[src/rtl/cpu_seq_pkg.sv]
// Shared types and default stage latencies for the CPU stage sequencer.
package cpu_seq_pkg;

  typedef enum logic [1:0] {
    MODE_STALL = 2'd0,
    MODE_LOAD  = 2'd1,
    MODE_EXEC  = 2'd2
  } mode_t;

  typedef enum logic [2:0] {
    ST_FETCH    = 3'd0,
    ST_DECODE   = 3'd1,
    ST_EXECUTE  = 3'd2,
    ST_MEMORY   = 3'd3,
    ST_WRITEREG = 3'd4,
    ST_STOP     = 3'd5
  } stage_t;

  localparam int unsigned DEF_LAT_W      = 4;
  localparam int unsigned DEF_LAT_FETCH  = 0;
  localparam int unsigned DEF_LAT_DECODE = 0;
  localparam int unsigned DEF_LAT_EXEC   = 5;
  localparam int unsigned DEF_LAT_MEM    = 1;
  localparam int unsigned DEF_LAT_WB     = 1;

endpackage

[src/rtl/seq_stage_timer.sv]
// Per-stage latency counter: clears on stage change, holds while asked, flags target reached.
module seq_stage_timer #(
  parameter int unsigned LAT_W = 4
) (
  input  logic             clk,
  input  logic             rstn,
  input  logic             clear,
  input  logic             hold,
  input  logic [LAT_W-1:0] target,
  output logic             done
);

  logic [LAT_W-1:0] count;

  always_ff @(posedge clk or negedge rstn) begin
    if (!rstn)      count <= '0;
    else if (clear) count <= '0;
    else if (!hold) count <= count + LAT_W'(1);
  end

  assign done = (count == target);

endmodule

[src/rtl/cpu_stage_sequencer.sv]
// Boot-mode machine, per-stage walk with latency/stall handling, PC and retire/cycle counters.
module cpu_stage_sequencer
  import cpu_seq_pkg::*;
#(
  parameter int unsigned PC_WIDTH   = 32,
  parameter int unsigned CNT_WIDTH  = 32,
  parameter int unsigned LAT_W      = DEF_LAT_W,
  parameter int unsigned LAT_FETCH  = DEF_LAT_FETCH,
  parameter int unsigned LAT_DECODE = DEF_LAT_DECODE,
  parameter int unsigned LAT_EXEC   = DEF_LAT_EXEC,
  parameter int unsigned LAT_MEM    = DEF_LAT_MEM,
  parameter int unsigned LAT_WB     = DEF_LAT_WB,
  parameter logic [7:0]  BOOT_BYTE  = 8'hAA
) (
  input  logic                 clk,
  input  logic                 rstn,
  input  logic                 rx_ready,
  input  logic [7:0]           rx_data,
  input  logic                 load_done,
  input  logic                 exec_valid,
  input  logic                 halt_req,
  input  logic [PC_WIDTH-1:0]  npc,
  input  logic                 step_mode,
  input  logic                 step_req,
  output logic [1:0]           mode,
  output logic [2:0]           stage,
  output logic [4:0]           stage_en,
  output logic                 wb_commit,
  output logic [PC_WIDTH-1:0]  pc,
  output logic [CNT_WIDTH-1:0] retire_count,
  output logic [CNT_WIDTH-1:0] cycle_count,
  output logic [7:0]           led
);

  mode_t                mode_q, mode_d;
  stage_t               stage_q, stage_d;
  logic                 step_wait_q, step_wait_d;
  logic [PC_WIDTH-1:0]  pc_q, pc_d;
  logic [CNT_WIDTH-1:0] retire_q, retire_d;
  logic [CNT_WIDTH-1:0] cycle_q, cycle_d;
  logic [LAT_W-1:0]     target;
  logic                 done;
  logic                 boot;

  assign boot = rx_ready && (rx_data == BOOT_BYTE);

  always_comb begin
    target = '0;
    case (stage_q)
      ST_FETCH:    target = LAT_W'(LAT_FETCH);
      ST_DECODE:   target = LAT_W'(LAT_DECODE);
      ST_EXECUTE:  target = LAT_W'(LAT_EXEC);
      ST_MEMORY:   target = LAT_W'(LAT_MEM);
      ST_WRITEREG: target = LAT_W'(LAT_WB);
      default:     target = '0;
    endcase
  end

  // Counter restarts on any stage/mode entry and otherwise saturates at its target.
  seq_stage_timer #(.LAT_W(LAT_W)) u_timer (
    .clk    (clk),
    .rstn   (rstn),
    .clear  ((stage_d != stage_q) || (mode_q != MODE_EXEC)),
    .hold   (done),
    .target (target),
    .done   (done)
  );

  always_ff @(posedge clk or negedge rstn) begin
    if (!rstn) begin
      mode_q      <= MODE_STALL;
      stage_q     <= ST_FETCH;
      step_wait_q <= 1'b0;
      pc_q        <= '0;
      retire_q    <= '0;
      cycle_q     <= '0;
    end else begin
      mode_q      <= mode_d;
      stage_q     <= stage_d;
      step_wait_q <= step_wait_d;
      pc_q        <= pc_d;
      retire_q    <= retire_d;
      cycle_q     <= cycle_d;
    end
  end

  always_comb begin
    mode_d      = mode_q;
    stage_d     = stage_q;
    step_wait_d = step_wait_q;
    pc_d        = pc_q;
    retire_d    = retire_q;
    cycle_d     = cycle_q;
    case (mode_q)
      MODE_STALL: if (boot) mode_d = MODE_LOAD;
      MODE_LOAD: begin
        if (load_done) begin
          mode_d  = MODE_EXEC;
          stage_d = ST_FETCH;
        end
      end
      MODE_EXEC: begin
        if (stage_q == ST_STOP) begin
          if (boot) begin
            mode_d  = MODE_LOAD;
            stage_d = ST_FETCH;
            pc_d    = '0;
          end
        end else begin
          cycle_d = cycle_q + CNT_WIDTH'(1);
          if (step_wait_q) begin
            if (step_req) begin
              step_wait_d = 1'b0;
              stage_d     = ST_FETCH;
            end
          end else if (stage_en != 5'd0) begin
            case (stage_q)
              ST_FETCH:   stage_d = ST_DECODE;
              ST_DECODE:  stage_d = ST_EXECUTE;
              ST_EXECUTE: stage_d = ST_MEMORY;
              ST_MEMORY: begin
                pc_d    = npc;
                stage_d = ST_WRITEREG;
              end
              ST_WRITEREG: begin
                retire_d = retire_q + CNT_WIDTH'(1);
                if (halt_req)       stage_d = ST_STOP;
                else if (step_mode) step_wait_d = 1'b1;
                else                stage_d = ST_FETCH;
              end
              default: stage_d = ST_FETCH;
            endcase
          end
        end
      end
      default: mode_d = MODE_STALL;
    endcase
  end

  always_comb begin
    stage_en  = 5'd0;
    wb_commit = 1'b0;
    if ((mode_q == MODE_EXEC) && (stage_q != ST_STOP) && !step_wait_q && done &&
        ((stage_q != ST_EXECUTE) || exec_valid))
      stage_en = 5'd1 << stage_q;
    wb_commit = stage_en[4];
  end

  assign mode         = mode_q;
  assign stage        = stage_q;
  assign pc           = pc_q;
  assign retire_count = retire_q;
  assign cycle_count  = cycle_q;
  assign led          = {mode_q, stage_q, pc_q[4:2]};

endmodule

[config.mk]
export PLATFORM = sky130hd
export DESIGN_NAME = cpu_stage_sequencer
export DESIGN_NICKNAME = d
export VERILOG_FILES = /design/src/rtl/cpu_seq_pkg.sv /design/src/rtl/seq_stage_timer.sv /design/src/rtl/cpu_stage_sequencer.sv
export SDC_FILE = /design/constraint.sdc
export NUM_CORES = 1
export LEC_CHECK = 0
export ABC_CLOCK_PERIOD_IN_PS = 4040
export BUFFER_PORTS_ARGS = -buffer_cell sky130_fd_sc_hd__buf_2
export CORE_ASPECT_RATIO = 1.4
export CORE_MARGIN = 2
export CORE_UTILIZATION = 30
export CTS_CLUSTER_SIZE = 8
export DETAILED_ROUTE_END_ITERATION = 8
export PLACE_DENSITY_LB_ADDON = 0.25
export SLEW_MARGIN = 5
export SYNTH_ARGS = -nofsm -noshare
export SYNTH_HDL_FRONTEND = slang
export SYNTH_HIERARCHICAL = 1
export SYNTH_SLANG_ARGS = --single-unit
[constraint.sdc]
create_clock -name clk -period 4.04 [get_ports clk]
set_input_delay 0 -clock clk [delete_from_list [all_inputs] [get_ports clk]]
set_output_delay 0 -clock clk [all_outputs]
set_load 0.01 [all_outputs]
# [Word-level counts from Yosys, hierarchy flattened]
# Index checks and enable logic that the tools add are counted.
[totals] ff_bits=106 in_bits=48 elab_cells=78 out_inout_bits=115
[op_classes] add_sub_neg=3 shift=1 eq_ne=18 bitwise=2 n_reduce_logical=18 n_mux=29
[ops] cell="$mux W32" count=5
[ops] cell="$add A32 B1 Y32 const B" count=2
[ops] cell="$mux W3" count=8
[ops] cell="$pmux W3 S5" count=1
[ops] cell="$pmux W3 S2" count=2
[ops] cell="$reduce_and A5 Y1" count=2
[ops] cell="$eq A8 B8 Y1 const B" count=1
[ops] cell="$mux W4" count=2
[ops] cell="$ne A2 B2 Y1 const B" count=4
[ops] cell="$eq A3 B2 Y1 const B" count=2
[ops] cell="$eq A3 B3 Y1 const B" count=2
[ops] cell="$mux W1" count=6
[ops] cell="$mux W2" count=3
[ops] cell="$pmux W2 S3" count=1
[ops] cell="$logic_and A1 B1 Y1" count=5
[ops] cell="$mux W5" count=1
[ops] cell="$reduce_bool A5 Y1" count=1
[ops] cell="$shl A1 B3 Y5 const A" count=1
[ops] cell="$add A4 B1 Y4 const B" count=1
[ops] cell="$eq A4 B3 Y1" count=1
[ops] cell="$ne A2 B1 Y1 const B" count=2
[ops] cell="$reduce_and A2 Y1" count=2
[ops] cell="$reduce_bool A2 Y1" count=2
[ops] cell="$eq A3 B1 Y1 const B" count=1
[ops] cell="other kinds (11)" count=13

# [Depth between registers and ports, before layout]
# Gate-level depths: netlist of run 1.
[logic_depth] depth_word=15 ltp_mapped=11 depth_no_buf=10

# [Hierarchy]
# The synthesis of run 1 kept the hierarchy.
[modules_own_cells] mod="cpu_stage_sequencer" n_inst=1 area_each_um2=4753.3 cells_per_inst=423 seq_area_each_um2=2552.4
[modules_own_cells] mod="seq_stage_timer" n_inst=1 area_each_um2=226.5 cells_per_inst=20 seq_area_each_um2=100.1

# [Worst setup path after synthesis of run 1]
# OpenSTA, ideal clock, no wires.
[synth_timing] kind="register to register" from="register stage_q[2], in the netlist stage[2]" to="register retire_q[22], in the netlist retire_count[22]" setup_time_ps=79 n_path_buf=1 arrival_time_ps=3071 required_ps=3961 period_less_slack_ps=3150 setup_slack_ps=890 path_stages_with_launch=11 cell_sequence="dfrtp_1 > buf_6 > or3b_4 > o21ai_0 > xor2_1 > nor4_2 > nand3b_2 > nor4_4 > nand4_2 > nor2_1 > xor2_1"
[synth_between] elab_chain_len=9 word_cells_on_any_way=19 classes_between="eq/ne (7); shift (1); mux (2); bitwise (1); reduce/logical (8)"
[synth_rtl] item="from (decl)" line_no="cpu_stage_sequencer.sv:36" rtl="stage_t stage_q, stage_d;"
[synth_rtl] item="from (signal assigned)" line_no="cpu_stage_sequencer.sv:79" rtl="stage_q <= stage_d;"
[synth_rtl] item="$eq A3 B3 Y1 / $eq A3 B2 Y1 (equally long branches)" line_no="cpu_stage_sequencer.sv:49" rtl="case (stage_q)"
[synth_rtl] item="$reduce_or A2 Y1 (no line)"
[synth_rtl] item="$pmux W3 S2 *" line_no="cpu_stage_sequencer.sv:49"
[synth_rtl] item="net target[0]" line_no="cpu_stage_sequencer.sv:41" rtl="logic [LAT_W-1:0] target;"
[synth_rtl] item="$eq A4 B3 Y1 *" line_no="seq_stage_timer.sv:21" rtl="assign done = (count == target);"
[synth_rtl] item="net done" line_no="cpu_stage_sequencer.sv:42" rtl="logic done;"
[synth_rtl] item="$logic_and A1 B1 Y1 * (2 in a row)" line_no="cpu_stage_sequencer.sv:143" rtl="if ((mode_q == MODE_EXEC) && (stage_q != ST_STOP) && !step_wait_q && done &&"
[synth_rtl] item="$mux W5 *" line_no="cpu_stage_sequencer.sv:143"
[synth_rtl] item="$reduce_bool A5 Y1 *" line_no="cpu_stage_sequencer.sv:116" rtl="end else if (stage_en != 5'd0) begin"
[synth_rtl] item="$reduce_and A5 Y1 (no line) *"
[synth_rtl] item="to (signal assigned)" line_no="cpu_stage_sequencer.sv:82" rtl="retire_q <= retire_d;"
[synth_rtl] item="to (decl)" line_no="cpu_stage_sequencer.sv:39" rtl="logic [CNT_WIDTH-1:0] retire_q, retire_d;"
# Mark *: on every way through the listed nets, which the timed path passes. The rest lies on a longest branch.
# A chain may end at the register's enable or synchronous reset.

# [Worst setup path in the final report of run 1]
[layout_timing] from="register stage_q[1], in the netlist stage[1]" to="register u_timer.count[3]"
[layout_between] elab_chain_len=15 word_cells_on_any_way=33 classes_between="eq/ne (10); shift (1); mux (13); reduce/logical (9)"
[layout_rtl] item="$eq A3 B3 Y1 / $eq A3 B2 Y1 (equally long branches)" line_no="cpu_stage_sequencer.sv:49"
[layout_rtl] item="$reduce_or A2 Y1 (no line)"
[layout_rtl] item="$pmux W3 S2 *" line_no="cpu_stage_sequencer.sv:49"
[layout_rtl] item="net target[0]" line_no="cpu_stage_sequencer.sv:41"
[layout_rtl] item="$eq A4 B3 Y1 *" line_no="seq_stage_timer.sv:21"
[layout_rtl] item="net done" line_no="cpu_stage_sequencer.sv:42"
[layout_rtl] item="$logic_and A1 B1 Y1 (2 in a row)" line_no="cpu_stage_sequencer.sv:143"
[layout_rtl] item="$mux W5" line_no="cpu_stage_sequencer.sv:143"
[layout_rtl] item="$reduce_bool A5 Y1" line_no="cpu_stage_sequencer.sv:116"
[layout_rtl] item="$mux W3" line_no="cpu_stage_sequencer.sv:116"
[layout_rtl] item="$mux W3" line_no="cpu_stage_sequencer.sv:111" rtl="if (step_wait_q) begin"
[layout_rtl] item="$mux W3" line_no="cpu_stage_sequencer.sv:103" rtl="if (stage_q == ST_STOP) begin"
[layout_rtl] item="$pmux W3 S2" line_no="cpu_stage_sequencer.sv:94" rtl="case (mode_q)"
[layout_rtl] item="$ne A3 B3 Y1" line_no="cpu_stage_sequencer.sv:63" rtl=".clear ((stage_d != stage_q) || (mode_q != MODE_EXEC)),"
[layout_rtl] item="$logic_or A1 B1 Y1" line_no="cpu_stage_sequencer.sv:63"
[layout_rtl] item="$ne A2 B1 Y1 (no line) / $mux W4 (equally long branches)"
[layout_rtl] item="to (signal assigned)" line_no="seq_stage_timer.sv:18" rtl="else if (!hold) count <= count + LAT_W'(1);"
[layout_rtl] item="to (decl)" line_no="seq_stage_timer.sv:13" rtl="logic [LAT_W-1:0] count;"
# Marked as above.

==> flow_summary_export.csv, run 1 <==
group,metric,value,unit
floorplan,core,16240,µm²
timing,period_minus_slack,3.259,ns
critical_path,crit_end,"u_timer/count[3]",
timing,fmax,306.9,MHz
timing,setup_viol,0,
drt,via_per_inst,4.865,
yosys,synthCells,443,
drt,detail_route.iter0.violations,167,
power,ir_drop,0.2046,mV
clock_tree,clk_transition_reported_paths,0.07,ns
power,pwr-share-comb,0.194,
global_route,grt_max_degree,72,
floorplan,dieArea,17660,µm²
clock_tree,cts_buffers,9,
place,post-place-ws,0.8184,ns
clock_tree,cts_sinks,106,
power,clockPowerShare,0.358,
outcome,violations,"design-rule violations",
floorplan,ios,163,
place,dp.cells,787,
final_layout,utilization,0.4086,
drt,wl,13.08,mm
timing,grt_setup_unrepaired,"false",
power,p_sw,0.7668,mW
timing,setup_tns,0,ns
yosys,avgSynthCellArea,11.24,µm²
critical_path,reg2reg_setup_slack,0.78,ns
power,p_leak,3.404,nW
critical_path,critPathMaxFanout,17,
timing,slew_headroom,0.3810,
floorplan,dieHeight,156.4,µm
drt,num_vias,4082,
clock_tree,tritoncts,"done",
drt,drc,16,
flow_run,drv_cap,0,
clock_tree,insertion_delay,0.35,ns
clock_tree,root_buffer,"clkbuf_16",
yosys,async_reset_ff_frac,1.000,
critical_path,worstSetupStartpointType,"flip-flop",
yosys,synth.ff_latch_count,106,
floorplan,start_util,0.3066,
drt,drt_pre_antenna_iters,6,
clock_tree,clk_path_buf_depth,2,
yosys,synth_area,4980,µm²
place,io_buffers,162,
critical_path,cp_data_arrival_time,3.54,ns
floorplan,dieWidth,112.9,µm
yosys,synth_cell_type_count,57,
critical_path,crit_path_end_kind,"flip-flop",
clock_tree,post_cts_resized,0,
global_route,grt_pass1_vias,4224,
final_layout,area.growth.synth_to_final,33.27,%
global_route,track_usage,0.1516,
power,p_seq_frac,0.448,
timing,tightest_slew,0.9285,ns
timing,finClkSkew,0.01095,ns
power,power_density,398.8,nW/µm²
power,sw_frac_of_total,0.2898,
floorplan,fp-row-count,55,
min_path,holdCritPathClass,"input pin to flip-flop",
timing,hold_viol_final,0,
critical_path,timing.rr.start,"stage[1]",
critical_path,r2r_cells,11,
critical_path,required,4.32,ns
yosys,ys.flop_type,"dfrtp_1",
final_layout,instances_no_fill,839,
yosys,synth_edf_count,0,
critical_path,worstSetupStartpoint,"stage[1]",
timing,worst_slack,0.7812,ns
place,place_hpwl,9.279,mm
power,internal_power,1.880,mW
final_layout,layout-drive-gt1-share,0.3172,
outcome,status,"complete, but fails checks",
yosys,seq_area_frac_synth,0.5327,
final_layout,num-fill-cells,1550,
drt,wl_per_cell,15.58,µm
critical_path,crit_type,"flip-flop to flip-flop",
global_route,antenna_found_initial,0,
clock_tree,cts_htree_levels,3,
global_route,grt_pass1_wl,21.46,mm
global_route,grt_overflow,0,
timing,slew_viol_final,0,
timing,fin_crit_sh,0.8066,
drt,ant_nets,0,
final_layout,n_antenna_cell,0,
critical_path,r2r_end,"u_timer/count[3]",
place,gp_congestion,0.8518,
yosys,yosys_warnings,6,
power,total_power,2.646,mW
final_layout,final_nets,689,
==> critical path: stages, from the launching register on <==
cell	delay, ns
dfrtp_1	0.55
or3b_4	0.51
o21ai_0	0.12
xor2_1	0.10
nor4_2	0.34
buf_4	0.21
and3b_1	0.24
a31o_2	0.20
a2111oi_0	0.11
a311o_2	0.39
a211o_2	0.31
nor2_1	0.12
==> sequential cells by signal, summed over array words and instances, names as in the netlist <==
signal         count
u_timer/count      4
cycle_count       32
retire_count      32
pc                32
mode               2
step_wait_q        1
stage              3
==> what timing repair did <==
action / CTS / global route
endpoints found under the hold margin: 104 / 0
buffers inserted: 0 / 0
hold buffers: 36 / 0
==> area by class of cell <==
class | instances | area, µm² | area share
timing repair buffer | 203 | 1211 | 0.1825
clock inverter | 5 | 86.33 | 0.01301
multi-input combinational | 299 | 2145 | 0.3232
tap | 199 | 249.0 | 0.03752
inverter | 16 | 60.06 | 0.009050
clock buffer | 11 | 232.7 | 0.03507
sequential | 106 | 2653 | 0.3997
==> layout by cell type (no fill, tap or decap), types with 4 or more instances in the layout <==
cell / count
buf_4: 6
ha_1: 6
nor2b_1: 4
a22o_1: 33
inv_1: 16
and3_1: 7
dlygate4sd3_1: 36
xnor2_1: 48
xor2_1: 21
nor2_1: 25
nand2_1: 35
clkbuf_16: 9
nand3_1: 22
a21oi_1: 7
buf_2: 161
nor4_1: 6
dfrtp_1: 106
nand4_1: 20
nor3_1: 4
and4_1: 7
o21ai_0: 6
==> Yosys cell counts (2+ instances only) <==
cell type  number  area, µm²
and4_1          7      61.31
nor2_1         25      93.84
buf_4           9      67.56
clkbuf_1       11      41.29
and4bb_2        2      25.02
xnor2_1        48      420.4
inv_1          16      60.06
nor2b_1         4      25.02
nor4_4          2      42.54
buf_2           2      10.01
nand2_1        35      131.4
and3_1          7      43.79
nand3b_1        2      15.01
a21oi_1         7      35.03
nand2b_1        3      18.77
xor2_1         21      183.9
dfrtp_1       106       2653
nand4_1        20      125.1
nor4_2          3      37.54
o22ai_1         2      12.51
ha_1            6      75.07
o21ai_0         6      30.03
a22o_1         33      289.0
nor3_1          4      20.02
and2_1          3      18.77
mux2_2          2      22.52
nor4_1          6      37.54
nand3_1        22      110.1
==> how the worst min path moves through the flow <==
stage                from             end  slack [ns]  depth (start not counted)
3_5_place_dp         rstn         mode[1]        0.21                          1
4_1_cts        exec_valid        stage[0]        0.06                          5
6_report       exec_valid        stage[0]        0.08                          5
3_3_place_gp         rstn         mode[1]        0.19                          1
5_1_grt        exec_valid        stage[0]         0.1                          5
2_1_floorplan        rstn  cycle_count[0]       -0.30                          0
==> logic make-up after synthesis <==
group	after synthesis	share of synthesized area
fa+ha+maj	6	0.01507
simple gates	158	0.1894
compound gates	61	0.09598
mux	3	0.006532
buf+inv	39	0.03819
xor+xnor	69	0.1214
flops	106	0.5327
other cells	1	0.0007530
==> through the flow <==
| stage | hold slack (ns) | cell area (µm²) |
|---|---|---|
| floorplan | -0.2956 | 4984 |
| detailed placement | 0.2058 | 5957 |
| global route | 0.09725 | 6636 |
| global placement | 0.1856 | 5957 |
| finish | 0.07952 | 6636 |
| CTS | 0.06408 | 6636 |
==> power groups by stage <==
stage               registers, mW  logic (mW)  clock network [mW]
floorplan                    1.20       0.305                   0
global placement             1.20       0.468                   0
detailed placement           1.21       0.490                   0
CTS                          1.19       0.518               0.982
global route                 1.20       0.572                1.03
finish                       1.19       0.513               0.948
==> layer usage <==
layer,GRT usage,part of all wire
met1,0.1845,0.42
met5,0,0
met4,0.06504,0.021
met3,0.02905,0.048
met2,0.2619,0.51
No activity file was read; power rests on OpenSTA's default activity.
==> run 2: changes to the inputs <==
Settings changed: ABC_CLOCK_PERIOD_IN_PS 4040 to 3200.
Clock period 4.04 ns to 3.2 ns, I/O delays scaled along.
==> run 2 against run 1 <==
Against the previous run: the flow still finishes with violations (design-rule violations); die area stayed put; register-to-register slack got worse by 0.60 ns; routed wire length fell by 2.4%; sequential power up 24%; sequential cell count did not move; cell area grew 0.83%; sequential share of layout area is 0.33 points lower; first-iteration DRC count is 20% higher; clock-buffer cell count fell by 1; critical path depth is the same; clock power rose by 29%; global-route usage fell by 0.65 points; largest power group unchanged.
==> flow_summary_export.csv, run 2 (synthesis gave the netlist of run 1 again) <==
group,metric,value,unit
outcome,status,"complete, but fails checks",
outcome,violations,"design-rule violations",
critical_path,crit_type,"flip-flop to flip-flop",
drt,ant_nets,0,
drt,detail_route.iter0.violations,200,
global_route,globalRouteMet2Util,0.2527,
place,io_buffers,162,
global_route,grt_use_met1,0.1800,
timing,grt_setup_unrepaired,"false",
floorplan,dieArea,17660,µm²
place,dp.cells,792,
critical_path,critPathMaxFanout,7,
timing,fin_crit_sh,0.9431,
timing,setup_tns,0,ns
power,sw_frac_of_total,0.2863,
power,p_leak,3.440,nW
clock_tree,cts_buffers,9,
drt,via_per_inst,4.781,
clock_tree,clk_transition_reported_paths,0.07,ns
final_layout,final_nets,694,
final_layout,final_common_cell,"buf_2",
global_route,grt_overflow,0,
timing,finClkSkew,0.01046,ns
drt,wl_per_cell,15.12,µm
clock_tree,cts_sinks,106,
floorplan,dieHeight,156.4,µm
final_layout,area.growth.synth_to_final,34.37,%
final_layout,utilization,0.4120,
power,internal_power,2.406,mW
floorplan,core,16240,µm²
clock_tree,root_buffer,"clkbuf_16",
clock_tree,post_cts_resized,0,
place,gp_congestion,0.9085,
final_layout,instances_no_fill,844,
power,power_density,503.8,nW/µm²
flow_run,drv_cap,0,
clock_tree,cts_htree_levels,3,
final_layout,seq_area,2653,µm²
global_route,grt_max_degree,59,
timing,period_minus_slack,3.018,ns
global_route,busiest_layer,"met2",
clock_tree,insertion_delay,0.34,ns
place,place_hpwl,9.283,mm
final_layout,num-fill-cells,1554,
critical_path,worstSetupStartpointType,"flip-flop",
power,p_sw,0.9652,mW
global_route,grt_use_met3,0.02556,
timing,hold_viol_final,0,
global_route,grt_pass1_vias,4022,
power,pwr-share-comb,0.199,
critical_path,cp_data_arrival_time,3.29,ns
timing,fmax,331.4,MHz
final_layout,layout-drive-gt1-share,0.3256,
power,ir_drop,0.2670,mV
timing,tightest_slew,0.7752,ns
final_layout,n_antenna_cell,0,
place,placed_area,5995,µm²
timing,setup_viol,0,
drt,drc,16,
min_path,holdCritPathClass,"input pin to flip-flop",
floorplan,start_util,0.3066,
clock_tree,clk_path_buf_depth,2,
critical_path,crit_path_end_kind,"flip-flop",
floorplan,fp-row-count,55,
clock_tree,tritoncts,"done",
drt,num_vias,4035,
final_layout,final_cell_mix,"buf_2, dfrtp_1, xnor2_1, dlygate4sd3_1, nand2_1",
global_route,antenna_found_initial,0,
drt,wl,12.76,mm
final_layout,design_area,6691,µm²
floorplan,dieWidth,112.9,µm
power,clockPowerShare,0.363,
global_route,grt_pass1_wl,20.67,mm
global_route,track_usage,0.1451,
drt,drt_pre_antenna_iters,7,
timing,slew_headroom,0.4832,
critical_path,required,3.47,ns
power,p_seq_frac,0.438,
floorplan,ios,163,
clock_tree,postCtsSetupBuffers,0,
timing,slew_viol_final,0,
final_layout,multi_input_area,2145,µm²
## run 2: cell count changes in the layout (fill, tap and decap cells not counted)
| cell | before | now |
|---|---|---|
| clkinv_4 | 1 | 3 |
| inv_6 | 2 | 0 |
| buf_4 | 6 | 11 |
| inv_8 | 0 | 1 |
| clkbuf_1 | 2 | 0 |
| clkbuf_8 | 0 | 1 |
## run 2: layout make-up
cell class / count / share of cell area
Clock buffer: 10 / 0.03571
Multi-Input combinational cell: 299 / 0.3205
Timing Repair Buffer: 208 / 0.1866
Clock inverter: 6 / 0.01458
Inverter: 16 / 0.008975
Sequential cell: 106 / 0.3964
Tap cell: 199 / 0.03721
## run 2: stage by stage
step | worst slack [ns] | hold WS (ns) | power (mW)
6_report | 0.1822 | 0.1281 | 3.371
2_1_floorplan | 0.05001 | -0.2956 | 1.905
5_1_grt | 0.002825 | 0.1259 | 3.560
3_3_place_gp | 0.3075 | 0.1304 | 2.124
4_1_cts | 0.1691 | 0.1110 | 3.427
3_5_place_dp | 0.2113 | 0.1373 | 2.143
## run 2: final timing paths
kind	to	startpoint	depth (start not counted)	slack (ns)
setup / recovery	u_timer/count[2]	stage[1]	11	0.18
hold / removal	stage[0]	exec_valid	5	0.13
setup reg to reg	u_timer/count[2]	stage[1]	11	0.18
hold reg to reg	cycle_count[31]	cycle_count[31]	1	0.48
max in group asynchronous	retire_count[24]	rstn	3	2.03
min in group asynchronous	mode[1]	rstn	2	0.27
## run 2: repair_timing
action,4_1_cts,5_1_grt
hold buffers,36,0
endpoints found under the hold margin,90,0
endpoints found under the setup margin,0,0
## run 2: per-layer routing
metal,share of wire,wire length (µm),vias to the layer above
li1,-,-,1966
met1,0.42,5376,1936
met2,0.52,6587,122
met3,0.049,629,11
met4,0.013,167,0
met5,0,0,-
## run 2: power by group through the flow
stage	registers [mW]	clock network [mW]	logic (mW)
floorplan	1.52	0	0.385
global route	1.49	1.32	0.751
CTS	1.48	1.27	0.677
finish	1.48	1.22	0.672
detailed placement	1.50	0	0.641
global placement	1.50	0	0.627
## run 2: critical path: stages (launching register included)
cell and delay, ns:
dfrtp_1 0.38, or3b_4 0.45, o21ai_0 0.12, xor2_1 0.10, nor4_2 0.32, buf_4 0.21
and3b_1 0.23, a31o_2 0.19, a2111oi_0 0.13, a311o_2 0.38, a211o_2 0.31, nor2_1 0.12
==> run 3: changes to the inputs <==
Settings changed: ABC_CLOCK_PERIOD_IN_PS 3200 to 3100, SLEW_MARGIN 5 to unset.
Clock period 3.2 ns to 3.1 ns, I/O delays scaled along.
==> run 3 against run 2 <==
Against the previous run: the flow still finishes with violations (design-rule violations); routed wire length grew 0.30%; critical path depth is the same; global-route usage is essentially flat; clock skew grew 0.0031 ns; worst setup slack gained 0.045 ns; sequential share of layout area grew 0.20 points; die area is the same; cell area shrank 0.50%; total power shrank 0.47%; clock-buffer cell count grew 1.
==> flow_summary_export.csv, run 3 (synthesis gave the netlist of run 1 again) <==
group,metric,value,unit
clock_tree,cts_htree_levels,3,
clock_tree,cts_sinks,106,
clock_tree,clk_path_buf_depth,2,
critical_path,crit_end,"u_timer/count[1]",
global_route,grt_pass1_vias,4224,
timing,worst_slack,0.2269,ns
clock_tree,tritoncts,"done",
final_layout,final_common_cell,"buf_2",
place,place_hpwl,9.201,mm
critical_path,cp_data_arrival_time,3.13,ns
final_layout,final_cell_mix,"buf_2, dfrtp_1, xnor2_1, dlygate4sd3_1, nand2_1",
critical_path,critPathMaxFanout,16,
clock_tree,insertion_delay,0.34,ns
floorplan,core,16240,µm²
drt,num_vias,4116,
global_route,grt_pass1_wl,20.92,mm
power,p_leak,3.416,nW
final_layout,area.growth.synth_to_final,33.69,%
timing,tightest_slew,0.8421,ns
drt,detail_route.iter0.violations,202,
floorplan,ios,163,
outcome,violations,"design-rule violations",
floorplan,dieWidth,112.9,µm
global_route,grt_max_degree,66,
clock_tree,root_buffer,"clkbuf_16",
critical_path,crit_type,"flip-flop to flip-flop",
drt,drc,16,
clock_tree,clk_transition_reported_paths,0.08,ns
timing,setup_viol,0,
min_path,holdCritPathClass,"input pin to flip-flop",
outcome,status,"complete, but fails checks",
timing,slew_headroom,0.4386,
final_layout,layout-drive-gt1-share,0.3245,
floorplan,dieHeight,156.4,µm
timing,hold_viol_final,0,
floorplan,dieArea,17660,µm²
timing,slew_viol_final,0,
final_layout,multi_input_area,2153,µm²
drt,wl_per_cell,15.18,µm
place,io_buffers,162,
global_route,track_usage,0.1449,
place,post-place-ws,0.2650,ns
critical_path,worstSetupStartpointType,"flip-flop",
place,gp_congestion,0.8313,
critical_path,worstSetupStartpoint,"stage[1]",
drt,drt_pre_antenna_iters,6,
floorplan,start_util,0.3066,
critical_path,reg2reg_setup_slack,0.23,ns
drt,ant_nets,0,
clock_tree,cts_buffers,9,
final_layout,final_nets,693,
critical_path,required,3.36,ns
drt,wl,12.80,mm
global_route,antenna_found_initial,0,
critical_path,timing.rr.start,"stage[1]",
final_layout,num-fill-cells,1589,
timing,fin_crit_sh,0.9268,
power,ir_drop,0.2152,mV
critical_path,r2r_cells,11,
timing,fmax,348.1,MHz
critical_path,crit_path_end_kind,"flip-flop",
timing,grt_setup_unrepaired,"false",
power,power_density,504.0,nW/µm²
timing,setup_tns,0,ns
global_route,grt_overflow,0,
final_layout,seq_area,2653,µm²
final_layout,n_antenna_cell,0,
floorplan,fp-row-count,55,
critical_path,r2r_end,"u_timer/count[1]",
timing,finClkSkew,0.01352,ns
timing,period_minus_slack,2.873,ns
flow_run,drv_cap,0,
drt,via_per_inst,4.883,
run 3: cell count changes in the layout (fill, tap and decap cells not counted), sizes merged:
cell      before  now
buf          172  171
bufinv         2    0
clkinv         3    2
clkinvlp       0    1
inv           17   18
clkbuf        10   11
run 3: worst min path at each step:
stage | cells past startpoint | from | to | slack (ns)
after global routing | 4 | rx_data[7] | mode[1] | 0.16
after floorplan | 0 | rstn | cycle_count[0] | -0.30
after CTS | 4 | rx_data[7] | mode[1] | 0.13
after global placement | 1 | rstn | mode[1] | 0.14
final | 4 | rx_data[7] | mode[1] | 0.13
after detailed placement | 1 | rstn | mode[1] | 0.16
run 3: layout make-up:
class                      count  area share
clock buffer                  11     0.03796
clock inverter                 5    0.006766
multi-input combinational    299      0.3234
timing repair buffer         207      0.1870
sequential                   106      0.3984
tap                          199     0.03740
inverter                      16    0.009021
run 3: power by group:
part           switching (mW)  internal, mW
clock network           0.530         0.602
logic                   0.400         0.301
registers              0.0775          1.45
total                    1.01          2.35
run 3: metrics by stage:
| stage | power (mW) | hold slack, ns | cell area [µm²] | utilization | std cells |
|---|---|---|---|---|---|
| CTS | 3.407 | 0.1293 | 6654 | 0.4097 | 843 |
| global route | 3.526 | 0.1586 | 6658 | 0.4099 | 843 |
| finish | 3.355 | 0.1281 | 6658 | 0.4099 | 843 |
| floorplan | 1.978 | -0.2956 | 4992 | - | 444 |
| global placement | 2.209 | 0.1438 | 5996 | 0.3692 | 791 |
| detailed placement | 2.226 | 0.1550 | 5996 | 0.3692 | 791 |
run 3: critical path, cell delays in order, from the launching register on:
cell and delay [ns]:
dfrtp_1 0.40, buf_4 0.19, inv_1 0.18, o21ai_0 0.14
xor2_1 0.18, nor4_4 0.32, and3b_1 0.29, a31o_2 0.20
a2111oi_0 0.10, a311o_2 0.37, a211o_2 0.30, nor2_1 0.12
run 3: timing repair:
action                                  in CTS  in global routing
resized for setup                            0                  1
hold endpoints to repair                    97                  0
buffers inserted                             0                  0
endpoints found under the setup margin       0                  1
hold buffers                                36                  0
run 3: metal layers:
metal  global-route usage  up-vias  routed length [µm]
li1                     -     1951                   -
met1               0.1723     2010                5244
met2               0.2639      136                6611
met3              0.02130       19                 629
met4              0.05401        0                 312
met5                    0        -                   0
